$ cat config.mk
export PLATFORM = sky130hd
export DESIGN_NAME = pc_seq_ctrl
export DESIGN_NICKNAME = d
export VERILOG_FILES = /design/src/rtl/ctrl_encode_def.sv /design/src/rtl/pc_target_calc.sv /design/src/rtl/pc_seq_ctrl.sv
export SDC_FILE = /design/constraint.sdc
export NUM_CORES = 1
export LEC_CHECK = 0
export BUFFER_PORTS_ARGS = -buffer_cell sky130_fd_sc_hd__buf_2
export CORE_UTILIZATION = 46
export DETAILED_ROUTE_END_ITERATION = 8
export PLACE_DENSITY = 0.69
export REMOVE_ABC_BUFFERS = 1
export SLEW_MARGIN = 10
export SYNTH_ARGS = -nofsm -noshare
export SYNTH_HDL_FRONTEND = slang
export SYNTH_SLANG_ARGS = --single-unit
$ cat constraint.sdc
create_clock -name clk -period 3.45 [get_ports clk]
set_input_delay 0.8625 -clock clk [delete_from_list [all_inputs] [get_ports clk]]
set_output_delay 0.8625 -clock clk [all_outputs]
set_load 0.1 [all_outputs]
$ cat src/rtl/ctrl_encode_def.sv
// Shared control encodings for the fetch/sequencing logic: next-PC operation
// codes, sequencer state encoding and the redirect counter ceiling.
package ctrl_encode_def;

  localparam logic [2:0] NPC_PLUS4  = 3'b000;
  localparam logic [2:0] NPC_BRANCH = 3'b001;
  localparam logic [2:0] NPC_JUMP   = 3'b010;
  localparam logic [2:0] NPC_JALR   = 3'b100;

  typedef enum logic [1:0] {
    ST_BOOT = 2'b00,
    ST_RUN  = 2'b01,
    ST_PEND = 2'b10
  } pc_state_e;

  localparam logic [15:0] REDIR_CNT_MAX = 16'hFFFF;

  // Only branch, jump and jalr change control flow; every other code is sequential.
  function automatic logic is_redirect_op(input logic [2:0] op);
    return (op == NPC_BRANCH) || (op == NPC_JUMP) || (op == NPC_JALR);
  endfunction

endpackage

$ cat src/rtl/pc_target_calc.sv
// Redirect target computation and misalignment handling (combinational).
// Optional feature macro: PC_MISALIGN_TRAP_EN -- when defined, a target with
// bit 1 set is replaced by TRAP_VEC and flagged; otherwise the target is
// simply forced to word alignment and never flagged.
module pc_target_calc
  import ctrl_encode_def::*;
#(
  parameter logic [31:0] TRAP_VEC = 32'h0000_0100
) (
  input  logic [2:0]  npc_op,
  input  logic [31:0] ex_pc,
  input  logic [31:0] ex_imm,
  input  logic [31:0] ex_aluout,
  output logic [31:0] target_o,
  output logic        misalign_o
);

  logic [31:0] raw_target;

  // The trap vector itself must be a legal word-aligned fetch address.
  if (TRAP_VEC[1:0] != 2'b00) begin : g_bad_trap_vec
    $error("pc_target_calc: TRAP_VEC must be word aligned");
  end

  // jalr clears bit 0 of the ALU result; branch/jump add the immediate to the EX pc.
  always_comb begin
    if (npc_op == NPC_JALR) begin
      raw_target = ex_aluout & 32'hFFFF_FFFE;
    end else begin
      raw_target = ex_pc + ex_imm;
    end
  end

`ifdef PC_MISALIGN_TRAP_EN
  // Misaligned (bit 1 set) targets are diverted to the trap vector.
  always_comb begin
    misalign_o = raw_target[1];
    target_o   = raw_target[1] ? TRAP_VEC : raw_target;
  end
`else
  // Without trapping, drop the low bits so fetch stays word aligned.
  always_comb begin
    misalign_o = 1'b0;
    target_o   = raw_target & 32'hFFFF_FFFC;
  end
`endif

endmodule

$ cat src/rtl/pc_seq_ctrl.sv
// Fetch PC sequencer: boot/run/pending FSM, fetch PC, pending redirect
// target, pipeline flush requests and a saturating redirect counter.
// Optional feature macro: PC_MISALIGN_TRAP_EN (handled in pc_target_calc;
// trap_o is constant 0 when it is not defined).
module pc_seq_ctrl
  import ctrl_encode_def::*;
#(
  parameter logic [31:0] RESET_PC = 32'h0000_0000,
  parameter logic [31:0] TRAP_VEC = 32'h0000_0100
) (
  input  logic        clk,
  input  logic        rstn,
  input  logic [2:0]  npc_op,
  input  logic [31:0] ex_pc,
  input  logic [31:0] ex_imm,
  input  logic [31:0] ex_aluout,
  input  logic        ex_valid,
  input  logic        hazard_stall,
  input  logic        if_ready,
  output logic [31:0] pc_out,
  output logic        if_req,
  output logic        flush_ifid,
  output logic        flush_idex,
  output logic [15:0] redirect_cnt,
  output logic        trap_o
);

  pc_state_e   state_q, state_d;
  logic [31:0] pc_q, pc_d;
  logic [31:0] pend_pc_q, pend_pc_d;
  logic [15:0] cnt_q, cnt_d;

  logic [31:0] target;
  logic        misalign;
  logic        redirect;
  logic        accept;

  pc_target_calc #(
    .TRAP_VEC (TRAP_VEC)
  ) u_target (
    .npc_op     (npc_op),
    .ex_pc      (ex_pc),
    .ex_imm     (ex_imm),
    .ex_aluout  (ex_aluout),
    .target_o   (target),
    .misalign_o (misalign)
  );

  assign redirect     = ex_valid && is_redirect_op(npc_op);
  assign pc_out       = pc_q;
  assign redirect_cnt = cnt_q;

  // State, PC, pending target and counter registers; reset abandons any pending redirect.
  always_ff @(posedge clk or negedge rstn) begin
    if (!rstn) begin
      state_q   <= ST_BOOT;
      pc_q      <= RESET_PC;
      pend_pc_q <= 32'h0000_0000;
      cnt_q     <= 16'h0000;
    end else begin
      state_q   <= state_d;
      pc_q      <= pc_d;
      pend_pc_q <= pend_pc_d;
      cnt_q     <= cnt_d;
    end
  end

  // Next-state, next-PC and flush/trap outputs; redirects outrank stalls.
  always_comb begin
    state_d    = state_q;
    pc_d       = pc_q;
    pend_pc_d  = pend_pc_q;
    cnt_d      = cnt_q;
    if_req     = 1'b0;
    flush_ifid = 1'b0;
    flush_idex = 1'b0;
    trap_o     = 1'b0;
    accept     = 1'b0;

    unique case (state_q)
      ST_BOOT: begin
        // Nothing is in flight yet, so EX inputs are ignored for this cycle.
        state_d = ST_RUN;
      end

      ST_RUN: begin
        if_req = 1'b1;
        if (redirect) begin
          accept = 1'b1;
          if (if_ready) begin
            pc_d = target;
          end else begin
            // Current fetch not accepted: keep pc_out stable, remember the target.
            pend_pc_d = target;
            state_d   = ST_PEND;
          end
        end else if (hazard_stall) begin
          flush_idex = 1'b1;
        end else if (if_ready) begin
          pc_d = pc_q + 32'd4;
        end
      end

      ST_PEND: begin
        if_req = 1'b1;
        if (redirect) begin
          // A newer redirect supersedes the one still waiting.
          accept = 1'b1;
          if (if_ready) begin
            pc_d    = target;
            state_d = ST_RUN;
          end else begin
            pend_pc_d = target;
          end
        end else begin
          flush_idex = hazard_stall;
          if (if_ready) begin
            pc_d    = pend_pc_q;
            state_d = ST_RUN;
          end
        end
      end

      default: begin
        state_d = ST_BOOT;
      end
    endcase

    if (accept) begin
      flush_ifid = 1'b1;
      flush_idex = 1'b1;
      trap_o     = misalign;
      if (cnt_q != REDIR_CNT_MAX) begin
        cnt_d = cnt_q + 16'd1;
      end
    end
  end

endmodule
# == Yosys cells after proc, flatten, opt, wreduce, memory -nomap -nowiden ==
# Cells that the tools add are included.
# totals
regBits,80
input_bits,104
output_inout_bits,52
wordCells,51
# op_classes
n_addsub,3
eq_ne,12
n_mux,21
bitwise,1
n_reduce_logical,10
# op_table
op,n
$mux 32,7
$pmux 32 s2,1
$add 32x3->32 const B,1
$add 32x32->32,1
$add 16x1->16 const B,1
$ne 16x16->1 const B,1
$ne 3x3->1 const B,3
$mux 1,8
$mux 2,3
$ne 2x2->1 const B,3
$pmux 2 s3,1
$reduce_and 3->1,2
$reduce_and 4->1,1
$eq 3x1->1 const B,1
$eq 3x2->1 const B,1
$eq 3x3->1 const B,1
$eq 2x1->1 const B,1
$eq 2x2->1 const B,1
$logic_not 2->1,1
$logic_or 1x1->1,2
$pmux 1 s2,1
$reduce_and 2->1,1
$reduce_bool 2->1,1
$reduce_or 2->1,1
other kinds (2),2

# == Longest topological paths before layout ==
# Gate-level depths: netlist (run 1).
# logic_depth
word_depth,7
ltp_mapped,12
mapped_depth_nobuf,11

# == By module ==
# Synthesis (run 1) repeated with hierarchy kept, for this count alone.
# hier_totals
cells_unflattened,841
area_unflattened_um2,7030.5
# by_module_without_submodules
mod,n_inst,cells_per_inst,area_per_inst_um2,seq_area_each_um2
pc_seq_ctrl,1,512,4887.2,2052.0
pc_target_calc,1,329,2143.3,0.0

# == Least setup slack after synthesis (run 1) ==
# Ideal clock, no wire load.
# synth_path
path_type,register to register
start,reg state_q[0]
end,reg cnt_q[11] (netlist: redirect_cnt[11])
setup_ps,158
arrival_ps,3510
t_required_ps,3292
path_slack_ps,-218
stages_incl_launch_ff,10
n_path_buf,0
period_less_slack_ps,3668
cell_sequence,dfrtp_1 > inv_1 > ha_1 > and2_1 > o31a_1 > nand4_1 > or2_2 > nor2_1 > nand3_1 > xnor2_1
# synth_between
elab_chain_len,4
word_cells_on_any_way,5
cone_classes,eq/ne (2); mux (1); reduce/logical (2)
# synth_lines
item,line,rtl
"start, declared",pc_seq_ctrl.sv:28,"pc_state_e state_q, state_d;"
"start signal, assigned",pc_seq_ctrl.sv:61,state_q <= state_d;
$eq 2x2->1 / $eq 2x1->1 (equally long branches),pc_seq_ctrl.sv:80,unique case (state_q)
$reduce_or 2->1 (no source line) *,-,
$mux 1 *,-,
$reduce_and 2->1 (no source line) *,-,
"end signal, assigned",pc_seq_ctrl.sv:64,cnt_q <= cnt_d;
"end, declared",pc_seq_ctrl.sv:31,"logic [15:0] cnt_q, cnt_d;"
# Mark *: on every way between the ends. The rest lies on a longest branch, timed or not.
# A chain may end at the register's enable or synchronous reset.

# == Worst setup path after layout (run 1) ==
# layout_path
start,in ex_pc[14]
end,reg pend_pc_q[28]
# layout_between
elab_chain_len,2
# layout_lines
item,line,rtl
"start, declared",pc_seq_ctrl.sv:14,"input logic [31:0] ex_pc,"
$add 32x32->32,pc_target_calc.sv:30,raw_target = ex_pc + ex_imm;
$mux 32,pc_target_calc.sv:27,if (npc_op == NPC_JALR) begin
"end signal, assigned",pc_seq_ctrl.sv:63,pend_pc_q <= pend_pc_d;
"end, declared",pc_seq_ctrl.sv:30,"logic [31:0] pend_pc_q, pend_pc_d;"
# No other way between the ends.

==> run summary, run 1 <==
outcome: complete, no violations
multi-input logic area: 4030 um2
prevailing post-synth register cell: dfrtp_1
Critical Path Start Type: input pin
initial drt markers: 366
TritonCTS sink count: 80
largest net degree at the start of global routing: 81
Cell Area, Synth: 6290 um2
Req. time, crit path: 3650 ps
placed instance area: 7380 um2
drc violations: 0
RR Endpoint: pc_out[31]
cts repair resizes: 0
CTS clk-pin slew, worst paths: 60 ps
sequential element share of the synthesized area: 31.8%
ANT nets after route: 0
total number of vias: 6237
post-DR vias/cell: 5.69
Fin Hold WS: 472 ps
Post-synth EDFFs: 0
Rel. slew slack: 31.3%
crit end category: register
leakage: 3.60 nW
FF+latch area: 2000 um2
Slew Viols, Final: 0
Syn. warnings: 0
Max Freq: 314 MHz
num rows: 42
post-CTS setup buffers: 0
die width: 119 um
Syn Inst Count: 755
Worst IR Drop VDD: 0.000330 V
CTS Buf Count: 9
CTS tree: built
first-pass GRT wire length: 29700 um
FF-to-FF path depth: 9
R2R setup slack: 880 ps
Period Utilization, post-route: 92.4%
arrival time at the worst endpoint: 3390 ps
vias in the first global route: 5938
Hold/Removal Path Class: reg -> reg
die area: 14100 um2
Antenna Cells: 0
worst reg2reg startpoint: pc_out[4]
# IOs: 156
setup violators final: 0
number of synthesized register bits: 80
Final Instance Area: 7710 um2
initial antenna violation count: 0
die height: 119 um
worst-case clock buffer depth: 2
Hold Startpoint: pend_pc_q[4]
CORE AREA: 13300 um2
WHS Path Cells: 2
Total GRT Usage: 26.2%
H-Tree Level Count: 3
WS Path Type: in -> reg
GP Congestion: 0.870
Max-Cap Viols: 0
Final Core Density: 58.0%
post-layout min period: 3190 ps
WHS Endpoint: pend_pc_q[4]
GRT Residual Overflow: 0
first drt pass iteration count: 5
I/O Buffers: 152
layout cells sized above 1: 25.5%
HPWL Detailed: 13100 um
Worst Skew: 7.44 ps
Initial Util: 47.3%
Area Overhead vs Synth: 22.6%
WL/cell: 16.3 um
post-synthesis async set-or-reset flop share: 100%
slew at the pin closest to its max-slew limit: 1030 ps
Nets: 1057
syn_area_per_cell: 8.33 um2
PD cells: 785 nW/um2
Total Routed Length: 17800 um
worst-path fanout max: 6
Yosys cell types: 69
FILL cells: 1272
worst skew pair latency: 330 ps
Root Buffer Master: clkbuf_16
number of hold buffers added after cts: 0
RSZ-0062 raised after global routing: false
Fin. Hold Viols: 0
[worst max path at each step]
stage                         start       endpoint  slack (ps)  cells past startpoint
after floorplan           npc_op[0]     pc_out[31]        -490                      8
after global placement    ex_pc[14]  pend_pc_q[28]          40                     12
after detailed placement  ex_pc[14]  pend_pc_q[28]         -40                     12
after CTS                 ex_pc[14]  pend_pc_q[28]         290                     12
after global routing      ex_pc[14]  pend_pc_q[28]         140                     12
final                     ex_pc[14]  pend_pc_q[28]         260                     12
[critical path, stage by stage]
cell and delay [ps]:
buf_2 100, ha_1 340, buf_4 160, nand4_1 150
nor4_1 340, o2111ai_1 240, a31oi_1 310, a221oi_2 120
o21ai_2 180, a21boi_0 160, nor3b_1 280, o21ai_0 150
[through the flow]
step                      cells  TNS [ps]  setup WS (ps)  power, W
final                      1097         0            262   0.00605
after detailed placement   1083     -39.8          -39.8   0.00497
after global routing       1097         0            137   0.00640
after CTS                  1097         0            292   0.00605
after floorplan             715    -10170           -489   0.00414
after global placement     1083         0           36.6   0.00493
[synthesized netlist by cell type, types with 8 or more instances]
cell type    n  area [um2]
inv_1        9        33.8
o22ai_1     13        81.3
mux2_2       8        90.1
nor2_1      62         233
ha_1        35         438
clkbuf_1    22        82.6
nand3_1     22         110
o211ai_1     8        60.1
o21ai_0     61         305
and3_1       9        56.3
o21a_1      10        75.1
xor2_1      26         228
nor2b_1      8        50.1
mux2i_1     14         140
nand2_1    103         387
nor3_1      14        70.1
dfrtp_1     80        2000
xnor2_1     41         359
a31oi_1     12        75.1
a21oi_1     66         330
nand4_1     15        93.8
[final cells by class]
cell class	count	area share [%]
inverters	9	0.438
multi-input cells	626	52.3
repair buffers	192	14.2
flip-flops and latches	80	26.0
well taps	176	2.86
clock inverters	4	1.23
clock buffers	10	2.97
[sequential cells by signal, indices dropped and copies added (netlist names)]
register,count
state_q,2
redirect_cnt,16
pend_pc_q,30
pc_out,32
[metal layers]
metal	track usage, %	part of all wire, %
met1	35.8	47
met2	43.0	47
met3	4.69	5.4
met4	6.09	1.1
met5	0	0
[cell usage in the layout (no fill, tap or decap), types with 3 or more instances in the layout]
| cell type | Yosys | final |
|---|---|---|
| a2111oi_2 | 3 | 3 |
| a21boi_0 | 4 | 4 |
| a21o_1 | 7 | 7 |
| a21oi_1 | 66 | 66 |
| a221o_1 | 5 | 5 |
| a22o_1 | 4 | 4 |
| a31oi_1 | 12 | 12 |
| and2_1 | 4 | 4 |
| and3_1 | 9 | 9 |
| and4_1 | 6 | 6 |
| buf_2 | 1 | 149 |
| buf_4 | 4 | 41 |
| bufinv_16 | 0 | 3 |
| clkbuf_16 | 0 | 9 |
| dfrtp_1 | 80 | 80 |
| ha_1 | 35 | 35 |
| inv_1 | 9 | 9 |
| mux2_2 | 8 | 8 |
| mux2i_1 | 14 | 14 |
| nand2_1 | 103 | 103 |
| nand2b_1 | 6 | 6 |
| nand3_1 | 22 | 22 |
| nand4_1 | 15 | 15 |
| nor2_1 | 62 | 62 |
| nor2b_1 | 8 | 8 |
| nor3_1 | 14 | 14 |
| o2111ai_1 | 4 | 4 |
| o211ai_1 | 8 | 8 |
| o21a_1 | 10 | 10 |
| o21ai_0 | 61 | 60 |
| o21ai_2 | 3 | 3 |
| o21bai_1 | 5 | 5 |
| o221ai_1 | 4 | 4 |
| o22ai_1 | 13 | 13 |
| or2_2 | 4 | 4 |
| xnor2_1 | 41 | 41 |
| xor2_1 | 26 | 26 |
[power by group]
part,leakage (nW),total (W),internal (W),switching [W]
registers,1.00,0.00165,0.00129,0.000361
clock network,0.158,0.00107,0.000698,0.000375
logic,2.44,0.00333,0.000938,0.00239
[cell families (layout without fill, tap and decap cells)]
| group | after synthesis | count (layout) | synth area share [%] |
|---|---|---|---|
| and+or+nand+nor | 263 | 263 | 19.3 |
| AOI/OAI and AO/OA | 238 | 238 | 24.8 |
| DFF | 80 | 80 | 31.8 |
| xor gates and xnor gates | 67 | 67 | 9.33 |
| buffers and inverters | 49 | 215 | 4.10 |
| adders and majority gates | 35 | 35 | 6.96 |
| muxes | 22 | 22 | 3.66 |
| other | 1 | 1 | 0.0596 |
(Power assumes the default switching activity.)
==> run 2, diff against run 1 <==
- PLACE_DENSITY: 0.69 -> 0.7
==> run summary, run 2 (same netlist as run 1, synthesis figures left out) <==
H-Tree Level Count: 3
ANT nets after route: 0
Max Freq: 316 MHz
Top Family by Delay on Critical Path: compound AO/OA/AOI/OAI gates
most frequent cells in the layout: buf_2, nand2_1, dfrtp_1
worst-path fanout max: 4
Fin. Hold Viols: 0
cts repair resizes: 0
total number of vias: 6211
Root Buffer Master: clkbuf_16
Pwr Total: 0.00592 W
Crit path buffers/inverters: 2
CORE AREA: 13300 um2
Nets: 1053
critical path's largest stage delay: 360 ps
Hold/Removal Path Class: reg -> reg
Slew Viols, Final: 0
num rows: 42
PD cells: 774 nW/um2
Total GRT Usage: 25.4%
commonest non-fill, non-tap cell in the layout: buf_2
Worst IR Drop VDD: 0.000336 V
WS Path Type: in -> reg
RSZ-0062 raised after global routing: false
first drt pass iteration count: 5
arrival time at the worst endpoint: 3370 ps
Initial Util: 47.3%
setup violators final: 0
Worst Skew: 11.1 ps
Max-Cap Viols: 0
outcome: complete, no violations
die height: 119 um
Area Overhead vs Synth: 21.7%
worst skew pair latency: 340 ps
slew at the pin closest to its max-slew limit: 1020 ps
CTS Buf Count: 9
initial antenna violation count: 0
initial drt markers: 512
number of hold buffers added after cts: 0
I/O Buffers: 152
drc violations: 0
vias in the first global route: 5717
Total Routed Length: 17500 um
WL/cell: 16.0 um
HPWL Detailed: 13000 um
first-pass GRT wire length: 28900 um
GP Congestion: 0.945
Period Utilization, post-route: 91.6%
Cell Chain, Critical Path: buf_2, ha_1, buf_4, nand4_1, nor4_1, o2111ai_1, a31oi_1, a221oi_2, o21ai_2, a21boi_0, nor3b_1, o21ai_0
CTS tree: built
max FFs per register: 32
CTS clk-pin slew, worst paths: 70 ps
placed instance count: 1079
largest net degree at the start of global routing: 81
die area: 14100 um2
worst-case clock buffer depth: 2
leakage: 3.57 nW
post-DR vias/cell: 5.67
# IOs: 156
GRT Residual Overflow: 0
die width: 119 um
Final Non-Filler Cells: 1095
Req. time, crit path: 3660 ps
Rel. slew slack: 31.8%
slowest CP cell: ha_1
post-layout min period: 3160 ps
layout cells sized above 1: 25.5%
post-CTS setup buffers: 0
Antenna Cells: 0
TritonCTS sink count: 80
FILL cells: 1269
crit end category: register
Critical Path Start Type: input pin
[run 2: changes by cell type in the layout (fill, tap and decap cells not counted), sizes merged]
cell,before,now
buf,192,188
clkinv,1,5
bufinv,3,1
[run 2: stage by stage]
step / hold slack, ps / instance area (um2) / setup slack, ps / setup TNS, ps / util [%]
after global placement: 455 / 7350 / -12.9 / -15.8 / 55.3
after global routing: 497 / 7650 / 28.6 / 0 / 57.5
final: 475 / 7650 / 289 / 0 / 57.5
after floorplan: 442 / 6060 / -489 / -10170 / -
after detailed placement: 459 / 7350 / -14.6 / -15.8 / 55.3
after CTS: 474 / 7650 / 324 / 0 / 57.5
[run 2: where the power goes]
| group | switching [W] | internal (W) |
|---|---|---|
| logic | 0.00239 | 0.000927 |
| clock network | 0.000388 | 0.000576 |
| registers | 0.000356 | 0.00129 |
[run 2: layout make-up]
class,instances,area [um2],share of cell area (%)
Timing Repair Buffer,188,1060,13.9
Inverter,9,33.8,0.442
Clock inverter,6,58.8,0.769
Multi-Input combinational cell,626,4030,52.7
Tap cell,176,220,2.88
Clock buffer,10,239,3.12
Sequential cell,80,2000,26.2
[run 2: worst reg2reg max path: stages, from the launching register on]
cell and delay [ps]:
dfrtp_1 450, and3_1 180, nand3_1 190, or3_1 470, nor2_2 340, nand4_1 200
nor3_1 160, a211oi_1 60, o32ai_1 290, a2bb2oi_1 170
[run 2: worst paths after layout]
| check | start | end | slack [ps] | cells past startpoint |
|---|---|---|---|---|
| min in group asynchronous | rstn | pc_out[7] | 700 | 1 |
| setup / recovery | ex_pc[14] | pend_pc_q[28] | 290 | 12 |
| max in group asynchronous | rstn | pend_pc_q[17] | 2100 | 1 |
| hold reg to reg | pend_pc_q[2] | pend_pc_q[2] | 480 | 2 |
| setup reg to reg | pc_out[4] | pc_out[31] | 870 | 9 |
| hold / removal | pend_pc_q[2] | pend_pc_q[2] | 480 | 2 |
[run 2: metal layers]
metal,routed length (um),track usage [%]
met1,8080,34.9
met2,8180,41.4
met3,1040,3.78
met4,241,7.44
met5,0,0
